===== config.mk =====
export PLATFORM = sky130hd
export DESIGN_NAME = dequant_writer_flat
export DESIGN_NICKNAME = d
export VERILOG_FILES = /design/src/rtl/m3_pkg.sv /design/src/rtl/dequant_writer_if.sv /design/src/rtl/zigzag_dequant.sv /design/src/rtl/dequant_writer.sv /design/src/flat_wrapper.sv
export SDC_FILE = /design/constraint.sdc
export NUM_CORES = 1
export LEC_CHECK = 0
export ABC_AREA = 1
export ABC_CLOCK_PERIOD_IN_PS = 11000
export CAP_MARGIN = 20
export CORE_MARGIN = 3
export CORE_UTILIZATION = 60
export CTS_CLUSTER_DIAMETER = 200
export DETAILED_ROUTE_END_ITERATION = 16
export GPL_ROUTABILITY_DRIVEN = 0
export GPL_TIMING_DRIVEN = 0
export PLACE_DENSITY = 0.86
export SYNTH_ARGS = -nofsm -noshare
export SYNTH_HDL_FRONTEND = slang
export SYNTH_HIERARCHICAL = 1
export SYNTH_SLANG_ARGS = --single-unit

===== constraint.sdc =====
create_clock -name clock -period 11 [get_ports clock]
set_input_delay 2.2 -clock clock [delete_from_list [all_inputs] [get_ports clock]]
set_output_delay 2.2 -clock clock [all_outputs]
set_load 0.01 [all_outputs]

===== src/rtl/m3_pkg.sv =====
// Shared types, default geometry and lookup helpers for the dequant writer.
// Pure declarations and combinational functions; no latency.
// No flow control of its own.
package m3_pkg;

    typedef enum logic [1:0] {
        S_IDLE = 2'd0,
        S_RUN  = 2'd1,
        S_DONE = 2'd2
    } state_t;

    typedef enum logic [1:0] {
        PLANE_Y = 2'd0,
        PLANE_U = 2'd1,
        PLANE_V = 2'd2
    } plane_t;

    // Default image geometry: 320x240 luma, 160x240 chroma, 8x8 blocks.
    localparam logic [17:0] PRE_IDCT_BASE_DEF = 18'd76800;
    localparam logic [17:0] U_OFFSET_DEF      = 18'd76800;
    localparam logic [17:0] V_OFFSET_DEF      = 18'd115200;
    localparam int          Y_COL_BLOCKS_DEF  = 40;
    localparam int          UV_COL_BLOCKS_DEF = 20;
    localparam int          ROW_BLOCKS_DEF    = 30;

    // Zigzag position k -> {row, col}; each octal digit is one 3-bit coordinate.
    function automatic logic [5:0] zz_rc(input logic [5:0] k);
        logic [5:0] rc;
        case (k)
            6'd0:  rc = 6'o00;  6'd1:  rc = 6'o01;  6'd2:  rc = 6'o10;  6'd3:  rc = 6'o20;
            6'd4:  rc = 6'o11;  6'd5:  rc = 6'o02;  6'd6:  rc = 6'o03;  6'd7:  rc = 6'o12;
            6'd8:  rc = 6'o21;  6'd9:  rc = 6'o30;  6'd10: rc = 6'o40;  6'd11: rc = 6'o31;
            6'd12: rc = 6'o22;  6'd13: rc = 6'o13;  6'd14: rc = 6'o04;  6'd15: rc = 6'o05;
            6'd16: rc = 6'o14;  6'd17: rc = 6'o23;  6'd18: rc = 6'o32;  6'd19: rc = 6'o41;
            6'd20: rc = 6'o50;  6'd21: rc = 6'o60;  6'd22: rc = 6'o51;  6'd23: rc = 6'o42;
            6'd24: rc = 6'o33;  6'd25: rc = 6'o24;  6'd26: rc = 6'o15;  6'd27: rc = 6'o06;
            6'd28: rc = 6'o07;  6'd29: rc = 6'o16;  6'd30: rc = 6'o25;  6'd31: rc = 6'o34;
            6'd32: rc = 6'o43;  6'd33: rc = 6'o52;  6'd34: rc = 6'o61;  6'd35: rc = 6'o70;
            6'd36: rc = 6'o71;  6'd37: rc = 6'o62;  6'd38: rc = 6'o53;  6'd39: rc = 6'o44;
            6'd40: rc = 6'o35;  6'd41: rc = 6'o26;  6'd42: rc = 6'o17;  6'd43: rc = 6'o27;
            6'd44: rc = 6'o36;  6'd45: rc = 6'o45;  6'd46: rc = 6'o54;  6'd47: rc = 6'o63;
            6'd48: rc = 6'o72;  6'd49: rc = 6'o73;  6'd50: rc = 6'o64;  6'd51: rc = 6'o55;
            6'd52: rc = 6'o46;  6'd53: rc = 6'o37;  6'd54: rc = 6'o47;  6'd55: rc = 6'o56;
            6'd56: rc = 6'o65;  6'd57: rc = 6'o74;  6'd58: rc = 6'o75;  6'd59: rc = 6'o66;
            6'd60: rc = 6'o57;  6'd61: rc = 6'o67;  6'd62: rc = 6'o76;  6'd63: rc = 6'o77;
            default: rc = 6'o00;
        endcase
        return rc;
    endfunction

    function automatic logic [2:0] zz_row(input logic [5:0] k);
        logic [5:0] rc;
        rc = zz_rc(k);
        return rc[5:3];
    endfunction

    function automatic logic [2:0] zz_col(input logic [5:0] k);
        logic [5:0] rc;
        rc = zz_rc(k);
        return rc[2:0];
    endfunction

    // Q0 left-shift amount by frequency band r+c.
    function automatic logic [2:0] q0_shift(input logic [3:0] band);
        case (band)
            4'd0: return 3'd3;
            4'd1: return 3'd2;
            4'd2, 4'd3: return 3'd3;
            4'd4, 4'd5: return 3'd4;
            4'd6, 4'd7: return 3'd5;
            default: return 3'd6;
        endcase
    endfunction

    // Q1 left-shift amount by frequency band r+c.
    function automatic logic [2:0] q1_shift(input logic [3:0] band);
        case (band)
            4'd0: return 3'd3;
            4'd1, 4'd2, 4'd3: return 3'd1;
            4'd4, 4'd5: return 3'd2;
            4'd6, 4'd7: return 3'd3;
            default: return 3'd4;
        endcase
    endfunction

endpackage


===== src/rtl/dequant_writer_if.sv =====
// Quantized-coefficient stream from the lossless decoder.
// Wires only; no latency.
// Valid/ready: a beat transfers when coeff_valid and coeff_ready are both high.
interface dequant_writer_if;
    logic signed [15:0] coeff_data;
    logic               coeff_valid;
    logic               coeff_ready;

    modport master (output coeff_data, output coeff_valid, input coeff_ready);
    modport slave  (input coeff_data, input coeff_valid, output coeff_ready);
endinterface


===== src/rtl/zigzag_dequant.sv =====
// Maps a zigzag index to raster (r,c) and dequantizes the coefficient with saturation.
// Purely combinational.
// No flow control; the caller qualifies the result with its handshake.
module zigzag_dequant
    import m3_pkg::*;
(
    input  logic [5:0]         k_i,
    input  logic signed [15:0] coeff_i,
    input  logic               q_sel_i,
    output logic [2:0]         r_o,
    output logic [2:0]         c_o,
    output logic signed [15:0] value_o
);
    logic [3:0]         band;
    logic [2:0]         shift;
    logic signed [22:0] ext;
    logic signed [22:0] wide;

    // Lookup, shift in 23 bits (no overflow possible at shift<=6), then clamp to int16.
    always_comb begin
        r_o   = zz_row(k_i);
        c_o   = zz_col(k_i);
        band  = {1'b0, r_o} + {1'b0, c_o};
        shift = q_sel_i ? q1_shift(band) : q0_shift(band);
        ext   = {{7{coeff_i[15]}}, coeff_i};
        wide  = ext <<< shift;
        if (wide > 23'sd32767) begin
            value_o = 16'sh7FFF;
        end else if (wide < -23'sd32768) begin
            value_o = 16'sh8000;
        end else begin
            value_o = wide[15:0];
        end
    end
endmodule


===== src/rtl/dequant_writer.sv =====
// Writes dequantized, raster-ordered coefficients of a Y/U/V image into pre-IDCT SRAM.
// Latency 1: the SRAM write appears the cycle after each accepted coefficient.
// coeff_ready is high for the whole image run; the producer may stall for any length.
module dequant_writer
    import m3_pkg::*;
#(
    parameter logic [17:0] PRE_IDCT_BASE = PRE_IDCT_BASE_DEF,
    parameter logic [17:0] U_OFFSET      = U_OFFSET_DEF,
    parameter logic [17:0] V_OFFSET      = V_OFFSET_DEF,
    parameter int          Y_COL_BLOCKS  = Y_COL_BLOCKS_DEF,
    parameter int          UV_COL_BLOCKS = UV_COL_BLOCKS_DEF,
    parameter int          ROW_BLOCKS    = ROW_BLOCKS_DEF
)(
    input  logic                   clock,
    input  logic                   resetn,
    input  logic                   start,
    input  logic                   q_sel,
    output logic                   finish,
    dequant_writer_if.slave        cin,
    output logic [17:0]            SRAM_address,
    output logic [15:0]            SRAM_write_data,
    output logic                   SRAM_we_n
);
    localparam logic [5:0] Y_COL_LAST  = 6'(Y_COL_BLOCKS - 1);
    localparam logic [5:0] UV_COL_LAST = 6'(UV_COL_BLOCKS - 1);
    localparam logic [4:0] ROW_LAST    = 5'(ROW_BLOCKS - 1);

    state_t      state_q, state_d;
    logic [5:0]  k_q, k_d;
    logic [5:0]  col_q, col_d;
    logic [4:0]  row_q, row_d;
    plane_t      plane_q, plane_d;
    logic        qsel_q, qsel_d;
    logic        we_n_q;
    logic [17:0] addr_q, addr_d;
    logic [15:0] data_q;

    logic        hs, k_last, col_last, row_last, img_last;
    logic [2:0]  zr, zc;
    logic signed [15:0] deq;
    logic [7:0]  row_pix;
    logic [8:0]  col_pix;
    logic [17:0] row_base, plane_base;

    assign hs       = cin.coeff_valid & cin.coeff_ready;
    assign k_last   = (k_q == 6'd63);
    assign col_last = (col_q == ((plane_q == PLANE_Y) ? Y_COL_LAST : UV_COL_LAST));
    assign row_last = (row_q == ROW_LAST);
    assign img_last = k_last & col_last & row_last & (plane_q == PLANE_V);

    zigzag_dequant u_zz (
        .k_i     (k_q),
        .coeff_i (cin.coeff_data),
        .q_sel_i (qsel_q),
        .r_o     (zr),
        .c_o     (zc),
        .value_o (deq)
    );

    // FSM state register.
    always_ff @(posedge clock or negedge resetn) begin
        if (!resetn) state_q <= S_IDLE;
        else         state_q <= state_d;
    end

    // FSM next state: start only counts in idle; the last beat of plane V ends the image.
    always_comb begin
        state_d = state_q;
        case (state_q)
            S_IDLE:  if (start) state_d = S_RUN;
            S_RUN:   if (hs && img_last) state_d = S_DONE;
            S_DONE:  state_d = S_IDLE;
            default: state_d = S_IDLE;
        endcase
    end

    // FSM outputs: accept while running, pulse finish for the single done cycle.
    always_comb begin
        cin.coeff_ready = (state_q == S_RUN);
        finish          = (state_q == S_DONE);
    end

    // Position counters: k inside the block, then block column, block row, plane.
    always_comb begin
        k_d     = k_q;
        col_d   = col_q;
        row_d   = row_q;
        plane_d = plane_q;
        qsel_d  = qsel_q;
        if (state_q == S_IDLE && start) begin
            k_d     = 6'd0;
            col_d   = 6'd0;
            row_d   = 5'd0;
            plane_d = PLANE_Y;
            qsel_d  = q_sel;
        end else if (hs) begin
            k_d = k_q + 6'd1;
            if (k_last) begin
                if (col_last) begin
                    col_d = 6'd0;
                    if (row_last) begin
                        row_d = 5'd0;
                        case (plane_q)
                            PLANE_Y: plane_d = PLANE_U;
                            PLANE_U: plane_d = PLANE_V;
                            default: plane_d = PLANE_Y;
                        endcase
                    end else begin
                        row_d = row_q + 5'd1;
                    end
                end else begin
                    col_d = col_q + 6'd1;
                end
            end
        end
    end

    // Counter and latched q_sel registers.
    always_ff @(posedge clock or negedge resetn) begin
        if (!resetn) begin
            k_q     <= 6'd0;
            col_q   <= 6'd0;
            row_q   <= 5'd0;
            plane_q <= PLANE_Y;
            qsel_q  <= 1'b0;
        end else begin
            k_q     <= k_d;
            col_q   <= col_d;
            row_q   <= row_d;
            plane_q <= plane_d;
            qsel_q  <= qsel_d;
        end
    end

    // Address: plane base + pixel_row * width (as shift-adds) + pixel_col.
    always_comb begin
        row_pix = {row_q, zr};
        col_pix = {col_q, zc};
        if (plane_q == PLANE_Y) begin
            row_base   = ({10'd0, row_pix} << 8) + ({10'd0, row_pix} << 6);
            plane_base = PRE_IDCT_BASE;
        end else begin
            row_base   = ({10'd0, row_pix} << 7) + ({10'd0, row_pix} << 5);
            plane_base = PRE_IDCT_BASE + ((plane_q == PLANE_U) ? U_OFFSET : V_OFFSET);
        end
        addr_d = plane_base + row_base + {9'd0, col_pix};
    end

    // Registered SRAM write port; a write strobe only follows an accepted beat.
    always_ff @(posedge clock or negedge resetn) begin
        if (!resetn) begin
            we_n_q <= 1'b1;
            addr_q <= 18'd0;
            data_q <= 16'd0;
        end else begin
            we_n_q <= ~hs;
            if (hs) begin
                addr_q <= addr_d;
                data_q <= deq;
            end
        end
    end

    assign SRAM_we_n       = we_n_q;
    assign SRAM_address    = addr_q;
    assign SRAM_write_data = data_q;
endmodule


===== src/flat_wrapper.sv =====
// flat-port wrapper written by rule: the top's interface ports become plain ports
module dequant_writer_flat import m3_pkg::*;
#(
    parameter logic [17:0] PRE_IDCT_BASE = PRE_IDCT_BASE_DEF,
    parameter logic [17:0] U_OFFSET      = U_OFFSET_DEF,
    parameter logic [17:0] V_OFFSET      = V_OFFSET_DEF,
    parameter int          Y_COL_BLOCKS  = Y_COL_BLOCKS_DEF,
    parameter int          UV_COL_BLOCKS = UV_COL_BLOCKS_DEF,
    parameter int          ROW_BLOCKS    = ROW_BLOCKS_DEF
)
  (clock, resetn, start, q_sel, finish, SRAM_address, SRAM_write_data, SRAM_we_n, cin_coeff_data, cin_coeff_valid, cin_coeff_ready);
  dequant_writer_if cin_i ();
  input  logic clock;
  input  logic resetn;
  input  logic start;
  input  logic q_sel;
  output logic finish;
  output logic [17:0] SRAM_address;
  output logic [15:0] SRAM_write_data;
  output logic SRAM_we_n;
  input wire logic [$bits(cin_i.coeff_data)-1:0] cin_coeff_data;
  input wire logic [$bits(cin_i.coeff_valid)-1:0] cin_coeff_valid;
  output wire logic [$bits(cin_i.coeff_ready)-1:0] cin_coeff_ready;
  assign cin_i.coeff_data = cin_coeff_data;
  assign cin_i.coeff_valid = cin_coeff_valid;
  assign cin_coeff_ready = cin_i.coeff_ready;
  dequant_writer #(.PRE_IDCT_BASE(PRE_IDCT_BASE), .U_OFFSET(U_OFFSET), .V_OFFSET(V_OFFSET), .Y_COL_BLOCKS(Y_COL_BLOCKS), .UV_COL_BLOCKS(UV_COL_BLOCKS), .ROW_BLOCKS(ROW_BLOCKS)) u_core (.clock(clock), .resetn(resetn), .start(start), .q_sel(q_sel), .finish(finish), .cin(cin_i), .SRAM_address(SRAM_address), .SRAM_write_data(SRAM_write_data), .SRAM_we_n(SRAM_we_n));
endmodule

==> report_table.html <==
<table>
<tr><th>Metric</th><th>Value</th></tr>
<tr><th colspan="2">Critical path</th></tr>
<tr><td>Startpoint-to-endpoint class of the critical path</td><td>reg -&gt; reg</td></tr>
<tr><td>Worst path most repeated cell</td><td>nand2_1</td></tr>
<tr><td>Critical Path Sink Type</td><td>register</td></tr>
<tr><td>CP Capture Point</td><td>u_core/SRAM_write_data[9]</td></tr>
<tr><td>Register-to-register path setup slack</td><td>6130 ps</td></tr>
<tr><td>Crit-path slowest cell</td><td>dfrtp_1</td></tr>
<tr><td>CP Depth</td><td>25</td></tr>
<tr><td>Launch instance of the worst register-to-register path</td><td>u_core/k_q[2]</td></tr>
<tr><td>Number of buffer and inverter instances along the worst setup path</td><td>3</td></tr>
<tr><td>Kind of launch point of the worst setup path</td><td>register</td></tr>
<tr><td>Critical path's largest stage delay</td><td>660 ps</td></tr>
<tr><td>Worst Reg2Reg Path Length in Cells</td><td>25</td></tr>
<tr><td>Crit path required time</td><td>11,230 ps</td></tr>
<tr><td>Reg-to-Reg End</td><td>u_core/SRAM_write_data[9]</td></tr>
<tr><td>Cell family with most CP delay</td><td>simple AND/OR/NAND/NOR gates</td></tr>
<tr><td>Origin of the worst setup path</td><td>u_core/k_q[2]</td></tr>
<tr><td>Critical path arrival</td><td>5100 ps</td></tr>
<tr><td>Maximum fanout along the worst path</td><td>13</td></tr>
<tr><th colspan="2">Logic synthesis</th></tr>
<tr><td>Number of nets produced by synthesis</td><td>811</td></tr>
<tr><td>Synthesized netlist cell count</td><td>752</td></tr>
<tr><td>Syn avg cell area</td><td>6.92 um^2</td></tr>
<tr><td>Area share of the largest cell type after synthesis</td><td>26.9%</td></tr>
<tr><td>Total number of yosys warnings</td><td>6</td></tr>
<tr><td>Post-synth cell types</td><td>53</td></tr>
<tr><td>Synth area leader</td><td>dfrtp_1</td></tr>
<tr><td>Area of the mapped netlist</td><td>5200 um^2</td></tr>
<tr><td>Number of register bits inferred by synthesis</td><td>57</td></tr>
<tr><td>Largest cells by area after synthesis</td><td>dfrtp_1 (27%), nand2_1 (18%), ha_1 (8.4%)</td></tr>
<tr><td>Sequential cell area fraction in the yosys report</td><td>27.4%</td></tr>
<tr><th colspan="2">Global routing</th></tr>
<tr><td>Antenna violations before repair</td><td>0</td></tr>
<tr><td>Number of global-route vias before repair</td><td>4,944</td></tr>
<tr><td>GR Util All Layers</td><td>27.0%</td></tr>
<tr><td>Pin count of the biggest net entering global routing</td><td>34</td></tr>
<tr><td>Global-route congestion overflow total</td><td>0</td></tr>
<tr><td>Global-route wire length before repair</td><td>21.9 mm</td></tr>
<tr><th colspan="2">Routing</th></tr>
<tr><td>Number of DRC violations after detailed-routing iteration 0</td><td>324</td></tr>
<tr><td>Antenna Violating Nets Remaining</td><td>0</td></tr>
<tr><td>Via count</td><td>5,226</td></tr>
<tr><td>Routed via count divided by cell count</td><td>5.61</td></tr>
<tr><td>Total length of routed wires</td><td>13.0 mm</td></tr>
<tr><td>Number of iterations in the first detailed-routing pass</td><td>5</td></tr>
<tr><td>Wire per inst</td><td>13.9 um</td></tr>
<tr><td>Remaining routing DRC violations</td><td>0</td></tr>
<tr><th colspan="2">Placed design</th></tr>
<tr><td>Pre-CTS setup slack</td><td>6320 ps</td></tr>
<tr><td>PortBufs</td><td>57</td></tr>
<tr><td>DP HPWL</td><td>9.99 mm</td></tr>
<tr><th colspan="2">Final layout</th></tr>
<tr><td>Sequential Area</td><td>1430 um^2</td></tr>
<tr><td>Number of diodes added for antenna fixing</td><td>0</td></tr>
<tr><td>Final core occ</td><td>73.4%</td></tr>
<tr><td>Multi-input gate area in the final layout</td><td>3280 um^2</td></tr>
<tr><td>Proportion of layout cells with a drive suffix above 1</td><td>12.6%</td></tr>
<tr><td>Fill count</td><td>696</td></tr>
<tr><td>Layout area overhead</td><td>17.5%</td></tr>
<tr><td>Net total in the final layout</td><td>880</td></tr>
<tr><th colspan="2">STA</th></tr>
<tr><td>Total negative setup slack</td><td>0 ps</td></tr>
<tr><td>Post-route setup slack</td><td>6130 ps</td></tr>
<tr><td>Relative slew margins</td><td>47.8%</td></tr>
<tr><td>Hold Slack</td><td>479 ps</td></tr>
<tr><td>Endpoints failing setup</td><td>0</td></tr>
<tr><td>Fin Clk Skew</td><td>6.89 ps</td></tr>
<tr><td>Max-slew violations</td><td>0</td></tr>
<tr><td>Unrepaired setup endpoints after global routing</td><td>no</td></tr>
<tr><td>Final period demand of the worst path</td><td>4870 ps</td></tr>
<tr><td>Maximum clock frequency</td><td>205 MHz</td></tr>
<tr><td>Slew at the pin with the worst max-slew slack</td><td>783 ps</td></tr>
<tr><td>Final Cycle Share</td><td>44.3%</td></tr>
<tr><td>Hold violation total from the final report</td><td>0</td></tr>
<tr><th colspan="2">Clock network</th></tr>
<tr><td>Number of buffers added for setup after CTS</td><td>0</td></tr>
<tr><td>Clock root cell</td><td>clkbuf_8</td></tr>
<tr><td>Clock tree from TritonCTS</td><td>built</td></tr>
<tr><td>CTS clock-pin slew for the worst setup and hold paths</td><td>70 ps</td></tr>
<tr><td>Clock buffers created by TritonCTS</td><td>9</td></tr>
<tr><td>Number of resized instances in the post-cts repair step</td><td>0</td></tr>
<tr><td>Number of buffers inserted for hold repair after clock tree synthesis</td><td>0</td></tr>
<tr><td>Clk_lat worst skew</td><td>340 ps</td></tr>
<tr><td>Buffer levels on the longest clock path</td><td>2</td></tr>
<tr><td># clock sinks</td><td>57</td></tr>
<tr><td>Clock H-tree levels</td><td>3</td></tr>
<tr><th colspan="2">Floorplanning</th></tr>
<tr><td>Area of the die</td><td>9830 um^2</td></tr>
<tr><td>Placeable core region</td><td>8340 um^2</td></tr>
<tr><td>Height of the die</td><td>99.1 um</td></tr>
<tr><td>Die width</td><td>99.1 um</td></tr>
<tr><td>Ports placed on the boundary</td><td>58</td></tr>
<tr><td>Std-Cell Rows</td><td>33</td></tr>
<tr><td>Initial Utilization</td><td>62.4%</td></tr>
<tr><th colspan="2">Status</th></tr>
<tr><td>Result of the run</td><td>finished, final reports clean</td></tr>
<tr><th colspan="2">Run</th></tr>
<tr><td>Count of max-cap constraint violations</td><td>0</td></tr>
<tr><th colspan="2">Worst hold path</th></tr>
<tr><td>Tightest Hold Check Type</td><td>reg -&gt; reg</td></tr>
</table>
[tightest hold or removal path, stage by stage, from the launching register on]
cell	delay (ps)
dfrtp_1	340
nand2_1	50
nand2_1	50
[how the worst min path moves through the flow]
stage / start / to / slack (ps) / cells after the start
after floorplan: u_core/SRAM_write_data[0] / u_core/SRAM_write_data[0] / 520 / 2
after global placement: u_core/SRAM_write_data[1] / u_core/SRAM_write_data[1] / 460 / 2
after detailed placement: u_core/SRAM_write_data[8] / u_core/SRAM_write_data[8] / 470 / 2
after CTS: u_core/SRAM_write_data[8] / u_core/SRAM_write_data[8] / 480 / 2
after global routing: u_core/SRAM_address[6] / u_core/SRAM_address[6] / 510 / 2
final: u_core/SRAM_write_data[8] / u_core/SRAM_write_data[8] / 480 / 2
[cell usage after synthesis (all sizes together)]
| library cell | number |
|---|---|
| nor2 | 49 |
| a22oi | 1 |
| dfrtp | 56 |
| o21a | 3 |
| a21boi | 3 |
| nor3 | 10 |
| a311oi | 1 |
| o21ai | 64 |
| clkbuf | 13 |
| nand3b | 3 |
| nor3b | 2 |
| dfstp | 1 |
| nand3 | 62 |
| a221oi | 1 |
| xor2 | 7 |
| nand2 | 275 |
| o31ai | 3 |
| and3 | 1 |
| a32o | 1 |
| xnor2 | 1 |
| nand4 | 6 |
| or4 | 1 |
| o22ai | 5 |
| a21oi | 23 |
| o221ai | 3 |
| clkinv | 1 |
| o211ai | 5 |
| fa | 3 |
| ha | 35 |
| inv | 82 |
| or2 | 4 |
| a31oi | 6 |
| o21bai | 1 |
| buf | 15 |
| mux2i | 5 |
[metrics by stage]
| stage | instances | cell area [um^2] |
|---|---|---|
| 2_1_floorplan | 752 | 5200 |
| 3_3_place_gp | 914 | 5910 |
| 3_5_place_dp | 915 | 5920 |
| 4_1_cts | 931 | 6120 |
| 5_1_grt | 931 | 6120 |
| 6_report | 931 | 6120 |
[flip-flops by register name, indices dropped and copies added (netlist names)]
register / flops
u_core/SRAM_address: 18
u_core/SRAM_we_n: 1
u_core/SRAM_write_data: 16
u_core/col_q: 6
u_core/k_q: 6
u_core/plane_q: 2
u_core/qsel_q: 1
u_core/row_q: 5
u_core/state_q: 2
[cell type report]
class / count / share of cell area, %
clock inverter: 5 / 0.900
buffer: 28 / 2.97
clock buffer: 11 / 2.31
timing repair buffer: 58 / 9.57
multi-input combinational: 584 / 53.6
inverter: 83 / 5.13
tap: 105 / 2.15
sequential: 57 / 23.3
[cell families after synthesis]
group | synth area share, %
AND/OR/NAND/NOR | 37.8
buffers and inverters | 9.52
multiplexers | 0.962
XOR/XNOR | 1.35
AO/OA/AOI/OAI | 13.4
adder cells (fa/ha/maj) | 9.57
flip-flops | 27.4
[layer usage]
metal	vias to the layer above	share of wire [%]	track usage, %
met3	38	5.5	4.49
met5	-	0	0
met2	210	50	47.2
met4	0	3.2	11.6
met1	2389	42	32.9
li1	2589	-	-
[placed cells by master (no fill, tap or decap), drive strengths merged, types with 3 or more instances in the layout]
cell,Yosys,layout
a21boi,3,3
nor3,10,10
o211ai,5,5
o31ai,3,3
a31oi,6,6
o21ai,64,64
nand3,62,62
xor2,7,7
mux2i,5,5
ha,35,35
dfrtp,56,56
inv,82,82
a21oi,23,23
nand3b,3,3
or2,4,4
o22ai,5,5
fa,3,3
clkinv,1,3
nand2,275,275
o221ai,3,3
buf,15,17
o21a,3,3
clkdlybuf4s50,0,56
clkbuf,13,24
nor2,49,49
nand4,6,6
Power is not shown: default switching activity piles up to over one toggle a cycle in this logic, so the estimate is an artifact.
